$ cat src/rtl/dqpsk_diff_decode.sv
// Receive-side differential QPSK decoder: recovers data dibits from the phase step
// between consecutive Gray-coded symbols and serializes them MSB-first.
//
// state | meaning
// ACQ   | no reference phase; the next accepted symbol becomes the reference
// RUN   | locked; each accepted symbol is decoded against the previous one
module dqpsk_diff_decode #(
  parameter int IDLE_TIMEOUT = 16,
  parameter int CNT_W        = 8
) (
  input  logic       clk,
  input  logic       rst,
  input  logic       resync,
  input  logic       sym_valid,
  input  logic [1:0] sym_in,
  output logic       sym_ready,
  output logic       bit_out,
  output logic       bit_valid,
  output logic       locked
);

  typedef enum logic {ACQ = 1'b0, RUN = 1'b1} state_t;

  localparam logic [CNT_W-1:0] TMO    = CNT_W'(IDLE_TIMEOUT);
  localparam bit               TMO_EN = (IDLE_TIMEOUT != 0);

  state_t           state;
  logic             started;
  logic             ser_lsb;
  logic             lsb_q;
  logic [1:0]       prev;
  logic [CNT_W-1:0] idle_cnt;

  logic       accept;
  logic       msb_phase;
  logic       lsb_phase;
  logic       timeout;
  logic [1:0] cur;
  logic [1:0] dibit;

  function automatic logic [1:0] gray2phase(input logic [1:0] g);
    return {g[1], g[1] ^ g[0]};
  endfunction

  function automatic logic [1:0] phase2gray(input logic [1:0] p);
    return {p[1], p[1] ^ p[0]};
  endfunction

  assign msb_phase = bit_valid & ~ser_lsb;
  assign lsb_phase = bit_valid & ser_lsb;

  // started keeps ready low until the first edge after reset release
  assign sym_ready = started & ((state == ACQ) | resync | ~bit_valid | ser_lsb);
  assign accept    = sym_valid & sym_ready;
  assign locked    = (state == RUN);

  assign cur     = gray2phase(sym_in);
  assign dibit   = phase2gray(cur - prev);
  assign timeout = TMO_EN && (idle_cnt == TMO);

  always_ff @(posedge clk or negedge rst) begin
    if (!rst) begin
      state     <= ACQ;
      started   <= 1'b0;
      ser_lsb   <= 1'b0;
      lsb_q     <= 1'b0;
      prev      <= 2'b00;
      idle_cnt  <= '0;
      bit_out   <= 1'b0;
      bit_valid <= 1'b0;
    end else begin
      started <= 1'b1;
      if (resync) begin
        // pending LSB is dropped; a coincident symbol becomes the new reference
        bit_valid <= 1'b0;
        ser_lsb   <= 1'b0;
        idle_cnt  <= '0;
        if (accept) begin
          prev  <= cur;
          state <= RUN;
        end else begin
          state <= ACQ;
        end
      end else begin
        case (state)
          ACQ: begin
            idle_cnt  <= '0;
            bit_valid <= 1'b0;
            ser_lsb   <= 1'b0;
            if (accept) begin
              prev  <= cur;
              state <= RUN;
            end
          end
          RUN: begin
            if (accept) begin
              prev      <= cur;
              bit_out   <= dibit[1];
              lsb_q     <= dibit[0];
              bit_valid <= 1'b1;
              ser_lsb   <= 1'b0;
              idle_cnt  <= '0;
            end else if (msb_phase) begin
              bit_out <= lsb_q;
              ser_lsb <= 1'b1;
            end else if (lsb_phase) begin
              bit_valid <= 1'b0;
              ser_lsb   <= 1'b0;
            end else if (timeout) begin
              state    <= ACQ;
              idle_cnt <= '0;
            end else if (TMO_EN) begin
              idle_cnt <= idle_cnt + CNT_W'(1);
            end
          end
          default: state <= ACQ;
        endcase
      end
    end
  end

endmodule

$ cat config.mk
export PLATFORM = sky130hd
export DESIGN_NAME = dqpsk_diff_decode
export DESIGN_NICKNAME = d
export VERILOG_FILES = /design/src/rtl/dqpsk_diff_decode.sv
export SDC_FILE = /design/constraint.sdc
export NUM_CORES = 1
export LEC_CHECK = 0
export ABC_AREA = 1
export BUFFER_PORTS_ARGS = -buffer_cell sky130_fd_sc_hd__buf_2
export CAP_MARGIN = 5
export CORE_MARGIN = 3
export CORE_UTILIZATION = 45
export CTS_CLUSTER_DIAMETER = 80
export DETAILED_ROUTE_END_ITERATION = 10
export PLACE_DENSITY = 0.7
export SETUP_SLACK_MARGIN = 0.3
export SYNTH_ARGS = -nofsm -noshare
export SYNTH_HDL_FRONTEND = slang
export SYNTH_SLANG_ARGS = --single-unit
$ cat constraint.sdc
create_clock -name clk -period 3.45 [get_ports clk]
set_input_delay 0.69 -clock clk [delete_from_list [all_inputs] [get_ports clk]]
set_output_delay 0.69 -clock clk [all_outputs]
set_load 0.05 [all_outputs]
Word-level counts from Yosys, hierarchy flattened --
Index checks and enable logic that the tools add are counted.
Word-level totals: memories 0, bits in read-only memories 0, output and inout bits 4, logic and storage cells 57, bits in registers 16, input port bits 6, RAM bits 0, bits in latches 0
Operators by class: reduce and logical (&&, ||, !) cells 5, shift operators 0, add/sub/neg operators 2, eq/ne operators 5, div/mod/pow operators 0, multiplexer cells 24, bitwise logic cells 13, order comparisons 0, $mul 0
Operators by type and width (count):
- two-way mux 8 bit | 5
- case mux 8 bit (2 select lines) | 1
- two-way mux 1 bit | 15
- adder 8 x 1 -> 8 bit, second input constant | 1
- equality test 8 x 5 -> 1 bit, second input constant | 1
- != test 4 bit, second input constant | 2
- case mux 1 bit (2 select lines) | 3
- AND reduction 3 bit | 2
- != test 5 x 2 -> 1 bit, second input constant | 1
- AND 1 bit | 4
- != test 4 x 2 -> 1 bit, second input constant | 1
- inverter 1 bit | 4
- AND reduction 2 bit | 2
- OR 1 bit | 3
- nonzero test 2 bit | 1
- subtractor 2 bit | 1
- bitwise XOR 1 bit | 2

Depth between registers and ports, before layout --
word-level depth 9, gate-level depth with buffers 10

Worst setup path before layout --
Ideal clock, no wire load.
path kind register to output, from register bit_valid, to output port sym_ready, buffers on the path 0, slack 1508 ps, arrival time 1252 ps, cell stages (with the launch flop) 6, data required time 2760 ps, cells stage by stage dfrtp_1 -> inv_2 -> nor2_2 -> nand2_2 -> nand2_1 -> inv_1
On the way: word-level cells in the longest chain between the ends 4
RTL lines:
- start, declared | line 18 | output logic bit_valid,
- start signal, assigned | line 70 | bit_valid <= 1'b0;
- start signal, assigned | line 75 | bit_valid <= 1'b0;
- start signal, assigned | line 88 | bit_valid <= 1'b0;
- inverter 1 bit | line 53 | assign sym_ready = started & ((state == ACQ) | resync | ~bit_valid | ser_lsb);
- OR 1 bit (2 in series) | line 53
- AND 1 bit | line 53
- end, declared | line 16 | output logic sym_ready,
No other way between the ends.

Final worst setup path --
from input port resync, to output port sym_ready
On the way: word-level cells in the longest chain between the ends 4
RTL lines:
- start, declared | line 13 | input logic resync,
- OR 1 bit (3 in series) | line 53
- AND 1 bit | line 53
No other way between the ends.

==> metrics.yaml <==
status:
  status: "finished, final reports clean"
synth:
  synth_area_um2: 982
  yosys_warnings: 0
  ys_seq_area_share_pct: 40.8
  synth_most_common_cell: "nand2_1"
  syn_avg_cell_area_um2: 8.05
  synth_top_cells_by_area: "dfrtp_1 41%, nand2_1 11%, inv_1 6.5%"
  synth-seq-cells: 16
  syn-instance-count: 122
  async_reset_ff_share_pct: 100
  yosys_most_used_dff: "dfrtp_1"
  synth_cell_types: 23
  yosys.area.top_type: "dfrtp_1"
  synth_nets: 131
  synth_edf_count: 0
  yosysTopAreaCellShare_pct: 40.8
  yosys-top-cells-count: "30 x nand2_1, 17 x inv_1, 16 x dfrtp_1"
routing:
  vias_per_cell: 4.87
  wl_per_cell_um: 10.2
  dr_total_vias: 784
  firstDrtPassIters: 4
  drtAntennaViolNets: 0
  drtIter0Drc: 10
  wirelength_mm: 1.65
  drc: 0
setup_path:
  required_ns: 2.76
  timing.rr.start: "idle_cnt[0]"
  worstSetupEndpointType: "output pin"
  start_kind: "input port"
  path_cells: "buf_2 -> nor2_4 -> nand2_2 -> nand2_1 -> inv_1 -> buf_2"
  r2r_end: "idle_cnt[0]"
  reg2regPathDepth: 7
  cpMaxStageDelayCell: "buf_2"
  crit_path_max_incr_delay_ns: 0.20
  critPathArrivalTime_ns: 1.33
  critPathKind: "input port to output pin"
  crit_top_cell: "buf_2"
  reg2reg_slack_ns: 2.20
  crit_fanout: 5
clock_tree:
  cts_tree: "yes"
  post-cts-setup-buffers: 0
  path_clk_slew_ns: 0.09
  cts.repair.resized: 0
  cts_buffers: 3
  postCtsHoldBufs: 0
  cts_sinks: 16
  ctsLongestPathBuffers: 2
  h-tree-depth: 1
  clkLatencyLatePin_ns: 0.28
  clk_root_buffer_cell: "clkbuf_4"
place:
  dp_hpwl_mm: 1.30
  place_ws_ns: 1.43
  gp_congestion: 0.703
  port-buffer-count: 9
timing:
  setup_violations: 0
  skew_ns: 0.00138
  hold_violations: 0
  clock.fmax_mhz: 496
  drv_slew: 0
  postLayoutSetupSlackWorst_ns: 1.43
  period_share_pct: 58.5
  tns_ns: 0
  rsz0062_at_grt: "no"
  period_minus_slack_ns: 2.02
grt:
  grt_pass1_vias: 666
  grt_overflow: 0
  grt_use_total_pct: 13.5
  antenna_found_initial: 0
  grt_max_degree: 17
  grt_pass1_wl_mm: 2.75
power:
  p_leak_nw: 0.524
  p_total_mw: 0.404
  powerDensity_nw_per_um2: 373
  ir_drop_uv: 326
floorplan:
  initial_utilization_pct: 48.6
  die_w_um: 52.7
  core-area_um2: 2020
  die_y_um: 52.7
  num_rows: 16
  ioPinCount: 10
  fp.dieArea_um2: 2780
min_path:
  hold_path_class: "input port to asynchronous set/reset pin"
finish:
  diodes: 0
  fin_nets: 145
  layout-drive-gt1-share_pct: 20.9
  nFillCells: 198
  area_growth_syn_to_layout_pct: 10.3
  finalCoreUtilization_pct: 53.6
job:
  cap_violations: 0
-- power breakdown --
group	switching (mW)	internal [mW]	total, mW
logic	0.0633	0.0291	0.0923
clock network	0.0569	0.0406	0.0975
registers	0.0110	0.203	0.214
-- placed cells by master (no fill, tap or decap) --
master	instances
nand3_1	9
nand2_4	1
nor2_2	3
nand4_1	3
buf_2	9
inv_1	17
nand3b_1	1
clkbuf_4	3
conb_1	1
nand3_4	2
inv_2	3
o21ai_1	3
o211ai_1	1
xor2_1	2
nand2_1	30
ha_1	3
o21bai_1	5
a21oi_1	3
a31oi_1	1
nand3_2	2
nor2_4	3
nor2_1	9
nand2_2	2
xnor2_1	2
dfrtp_1	16
-- sequential cells by signal, indices dropped and copies added (netlist names) --
register	flops
bit_out	1
bit_valid	1
idle_cnt	8
locked	1
lsb_q	1
prev	2
ser_lsb	1
started	1
-- per-layer routing --
metal | global-route usage, % | part of all wire (%)
met1 | 16.3 | 47
met2 | 22.9 | 48
met3 | 3.42 | 3.6
met4 | 5.11 | 1.2
met5 | 0 | 0
-- worst max-delay path, delay by kind of cell --
kind | cells | cell delay, ns
buf+inv | 3 | 0.35
simple gates | 3 | 0.28
-- metrics by stage --
step / instance area [um^2] / hold WS (ns) / cells
floorplan: 982 / 0.394 / 122
global placement: 1060 / 0.476 / 158
detailed placement: 1060 / 0.484 / 158
CTS: 1080 / 0.308 / 161
global route: 1080 / 0.321 / 161
finish: 1080 / 0.305 / 161
-- kinds of logic after synthesis --
kind of cell	share of synthesized area, %
fa+ha+maj	3.82
buf+inv	7.64
flops	40.8
compound gates	8.28
xor+xnor	3.57
other cells	0.382
simple gates	35.5
-- how the worst max path moves through the flow --
stage          startpoint   endpoint  cells after the start
2_1_floorplan   bit_valid  sym_ready                      5
3_3_place_gp       resync  sym_ready                      6
3_5_place_dp       resync  sym_ready                      6
4_1_cts            resync  sym_ready                      6
5_1_grt         bit_valid  sym_ready                      6
6_report           resync  sym_ready                      6
-- area by class of cell --
type / count / area (um^2) / area share [%]
Multi-Input combinational cell: 86 / 507 / 46.8
Sequential cell: 16 / 400 / 37.0
Inverter: 20 / 75.1 / 6.93
Timing Repair Buffer: 9 / 45.0 / 4.16
Tap cell: 27 / 33.8 / 3.12
Clock buffer: 3 / 22.5 / 2.08
Note: power is estimated with default switching activity, not from simulation.
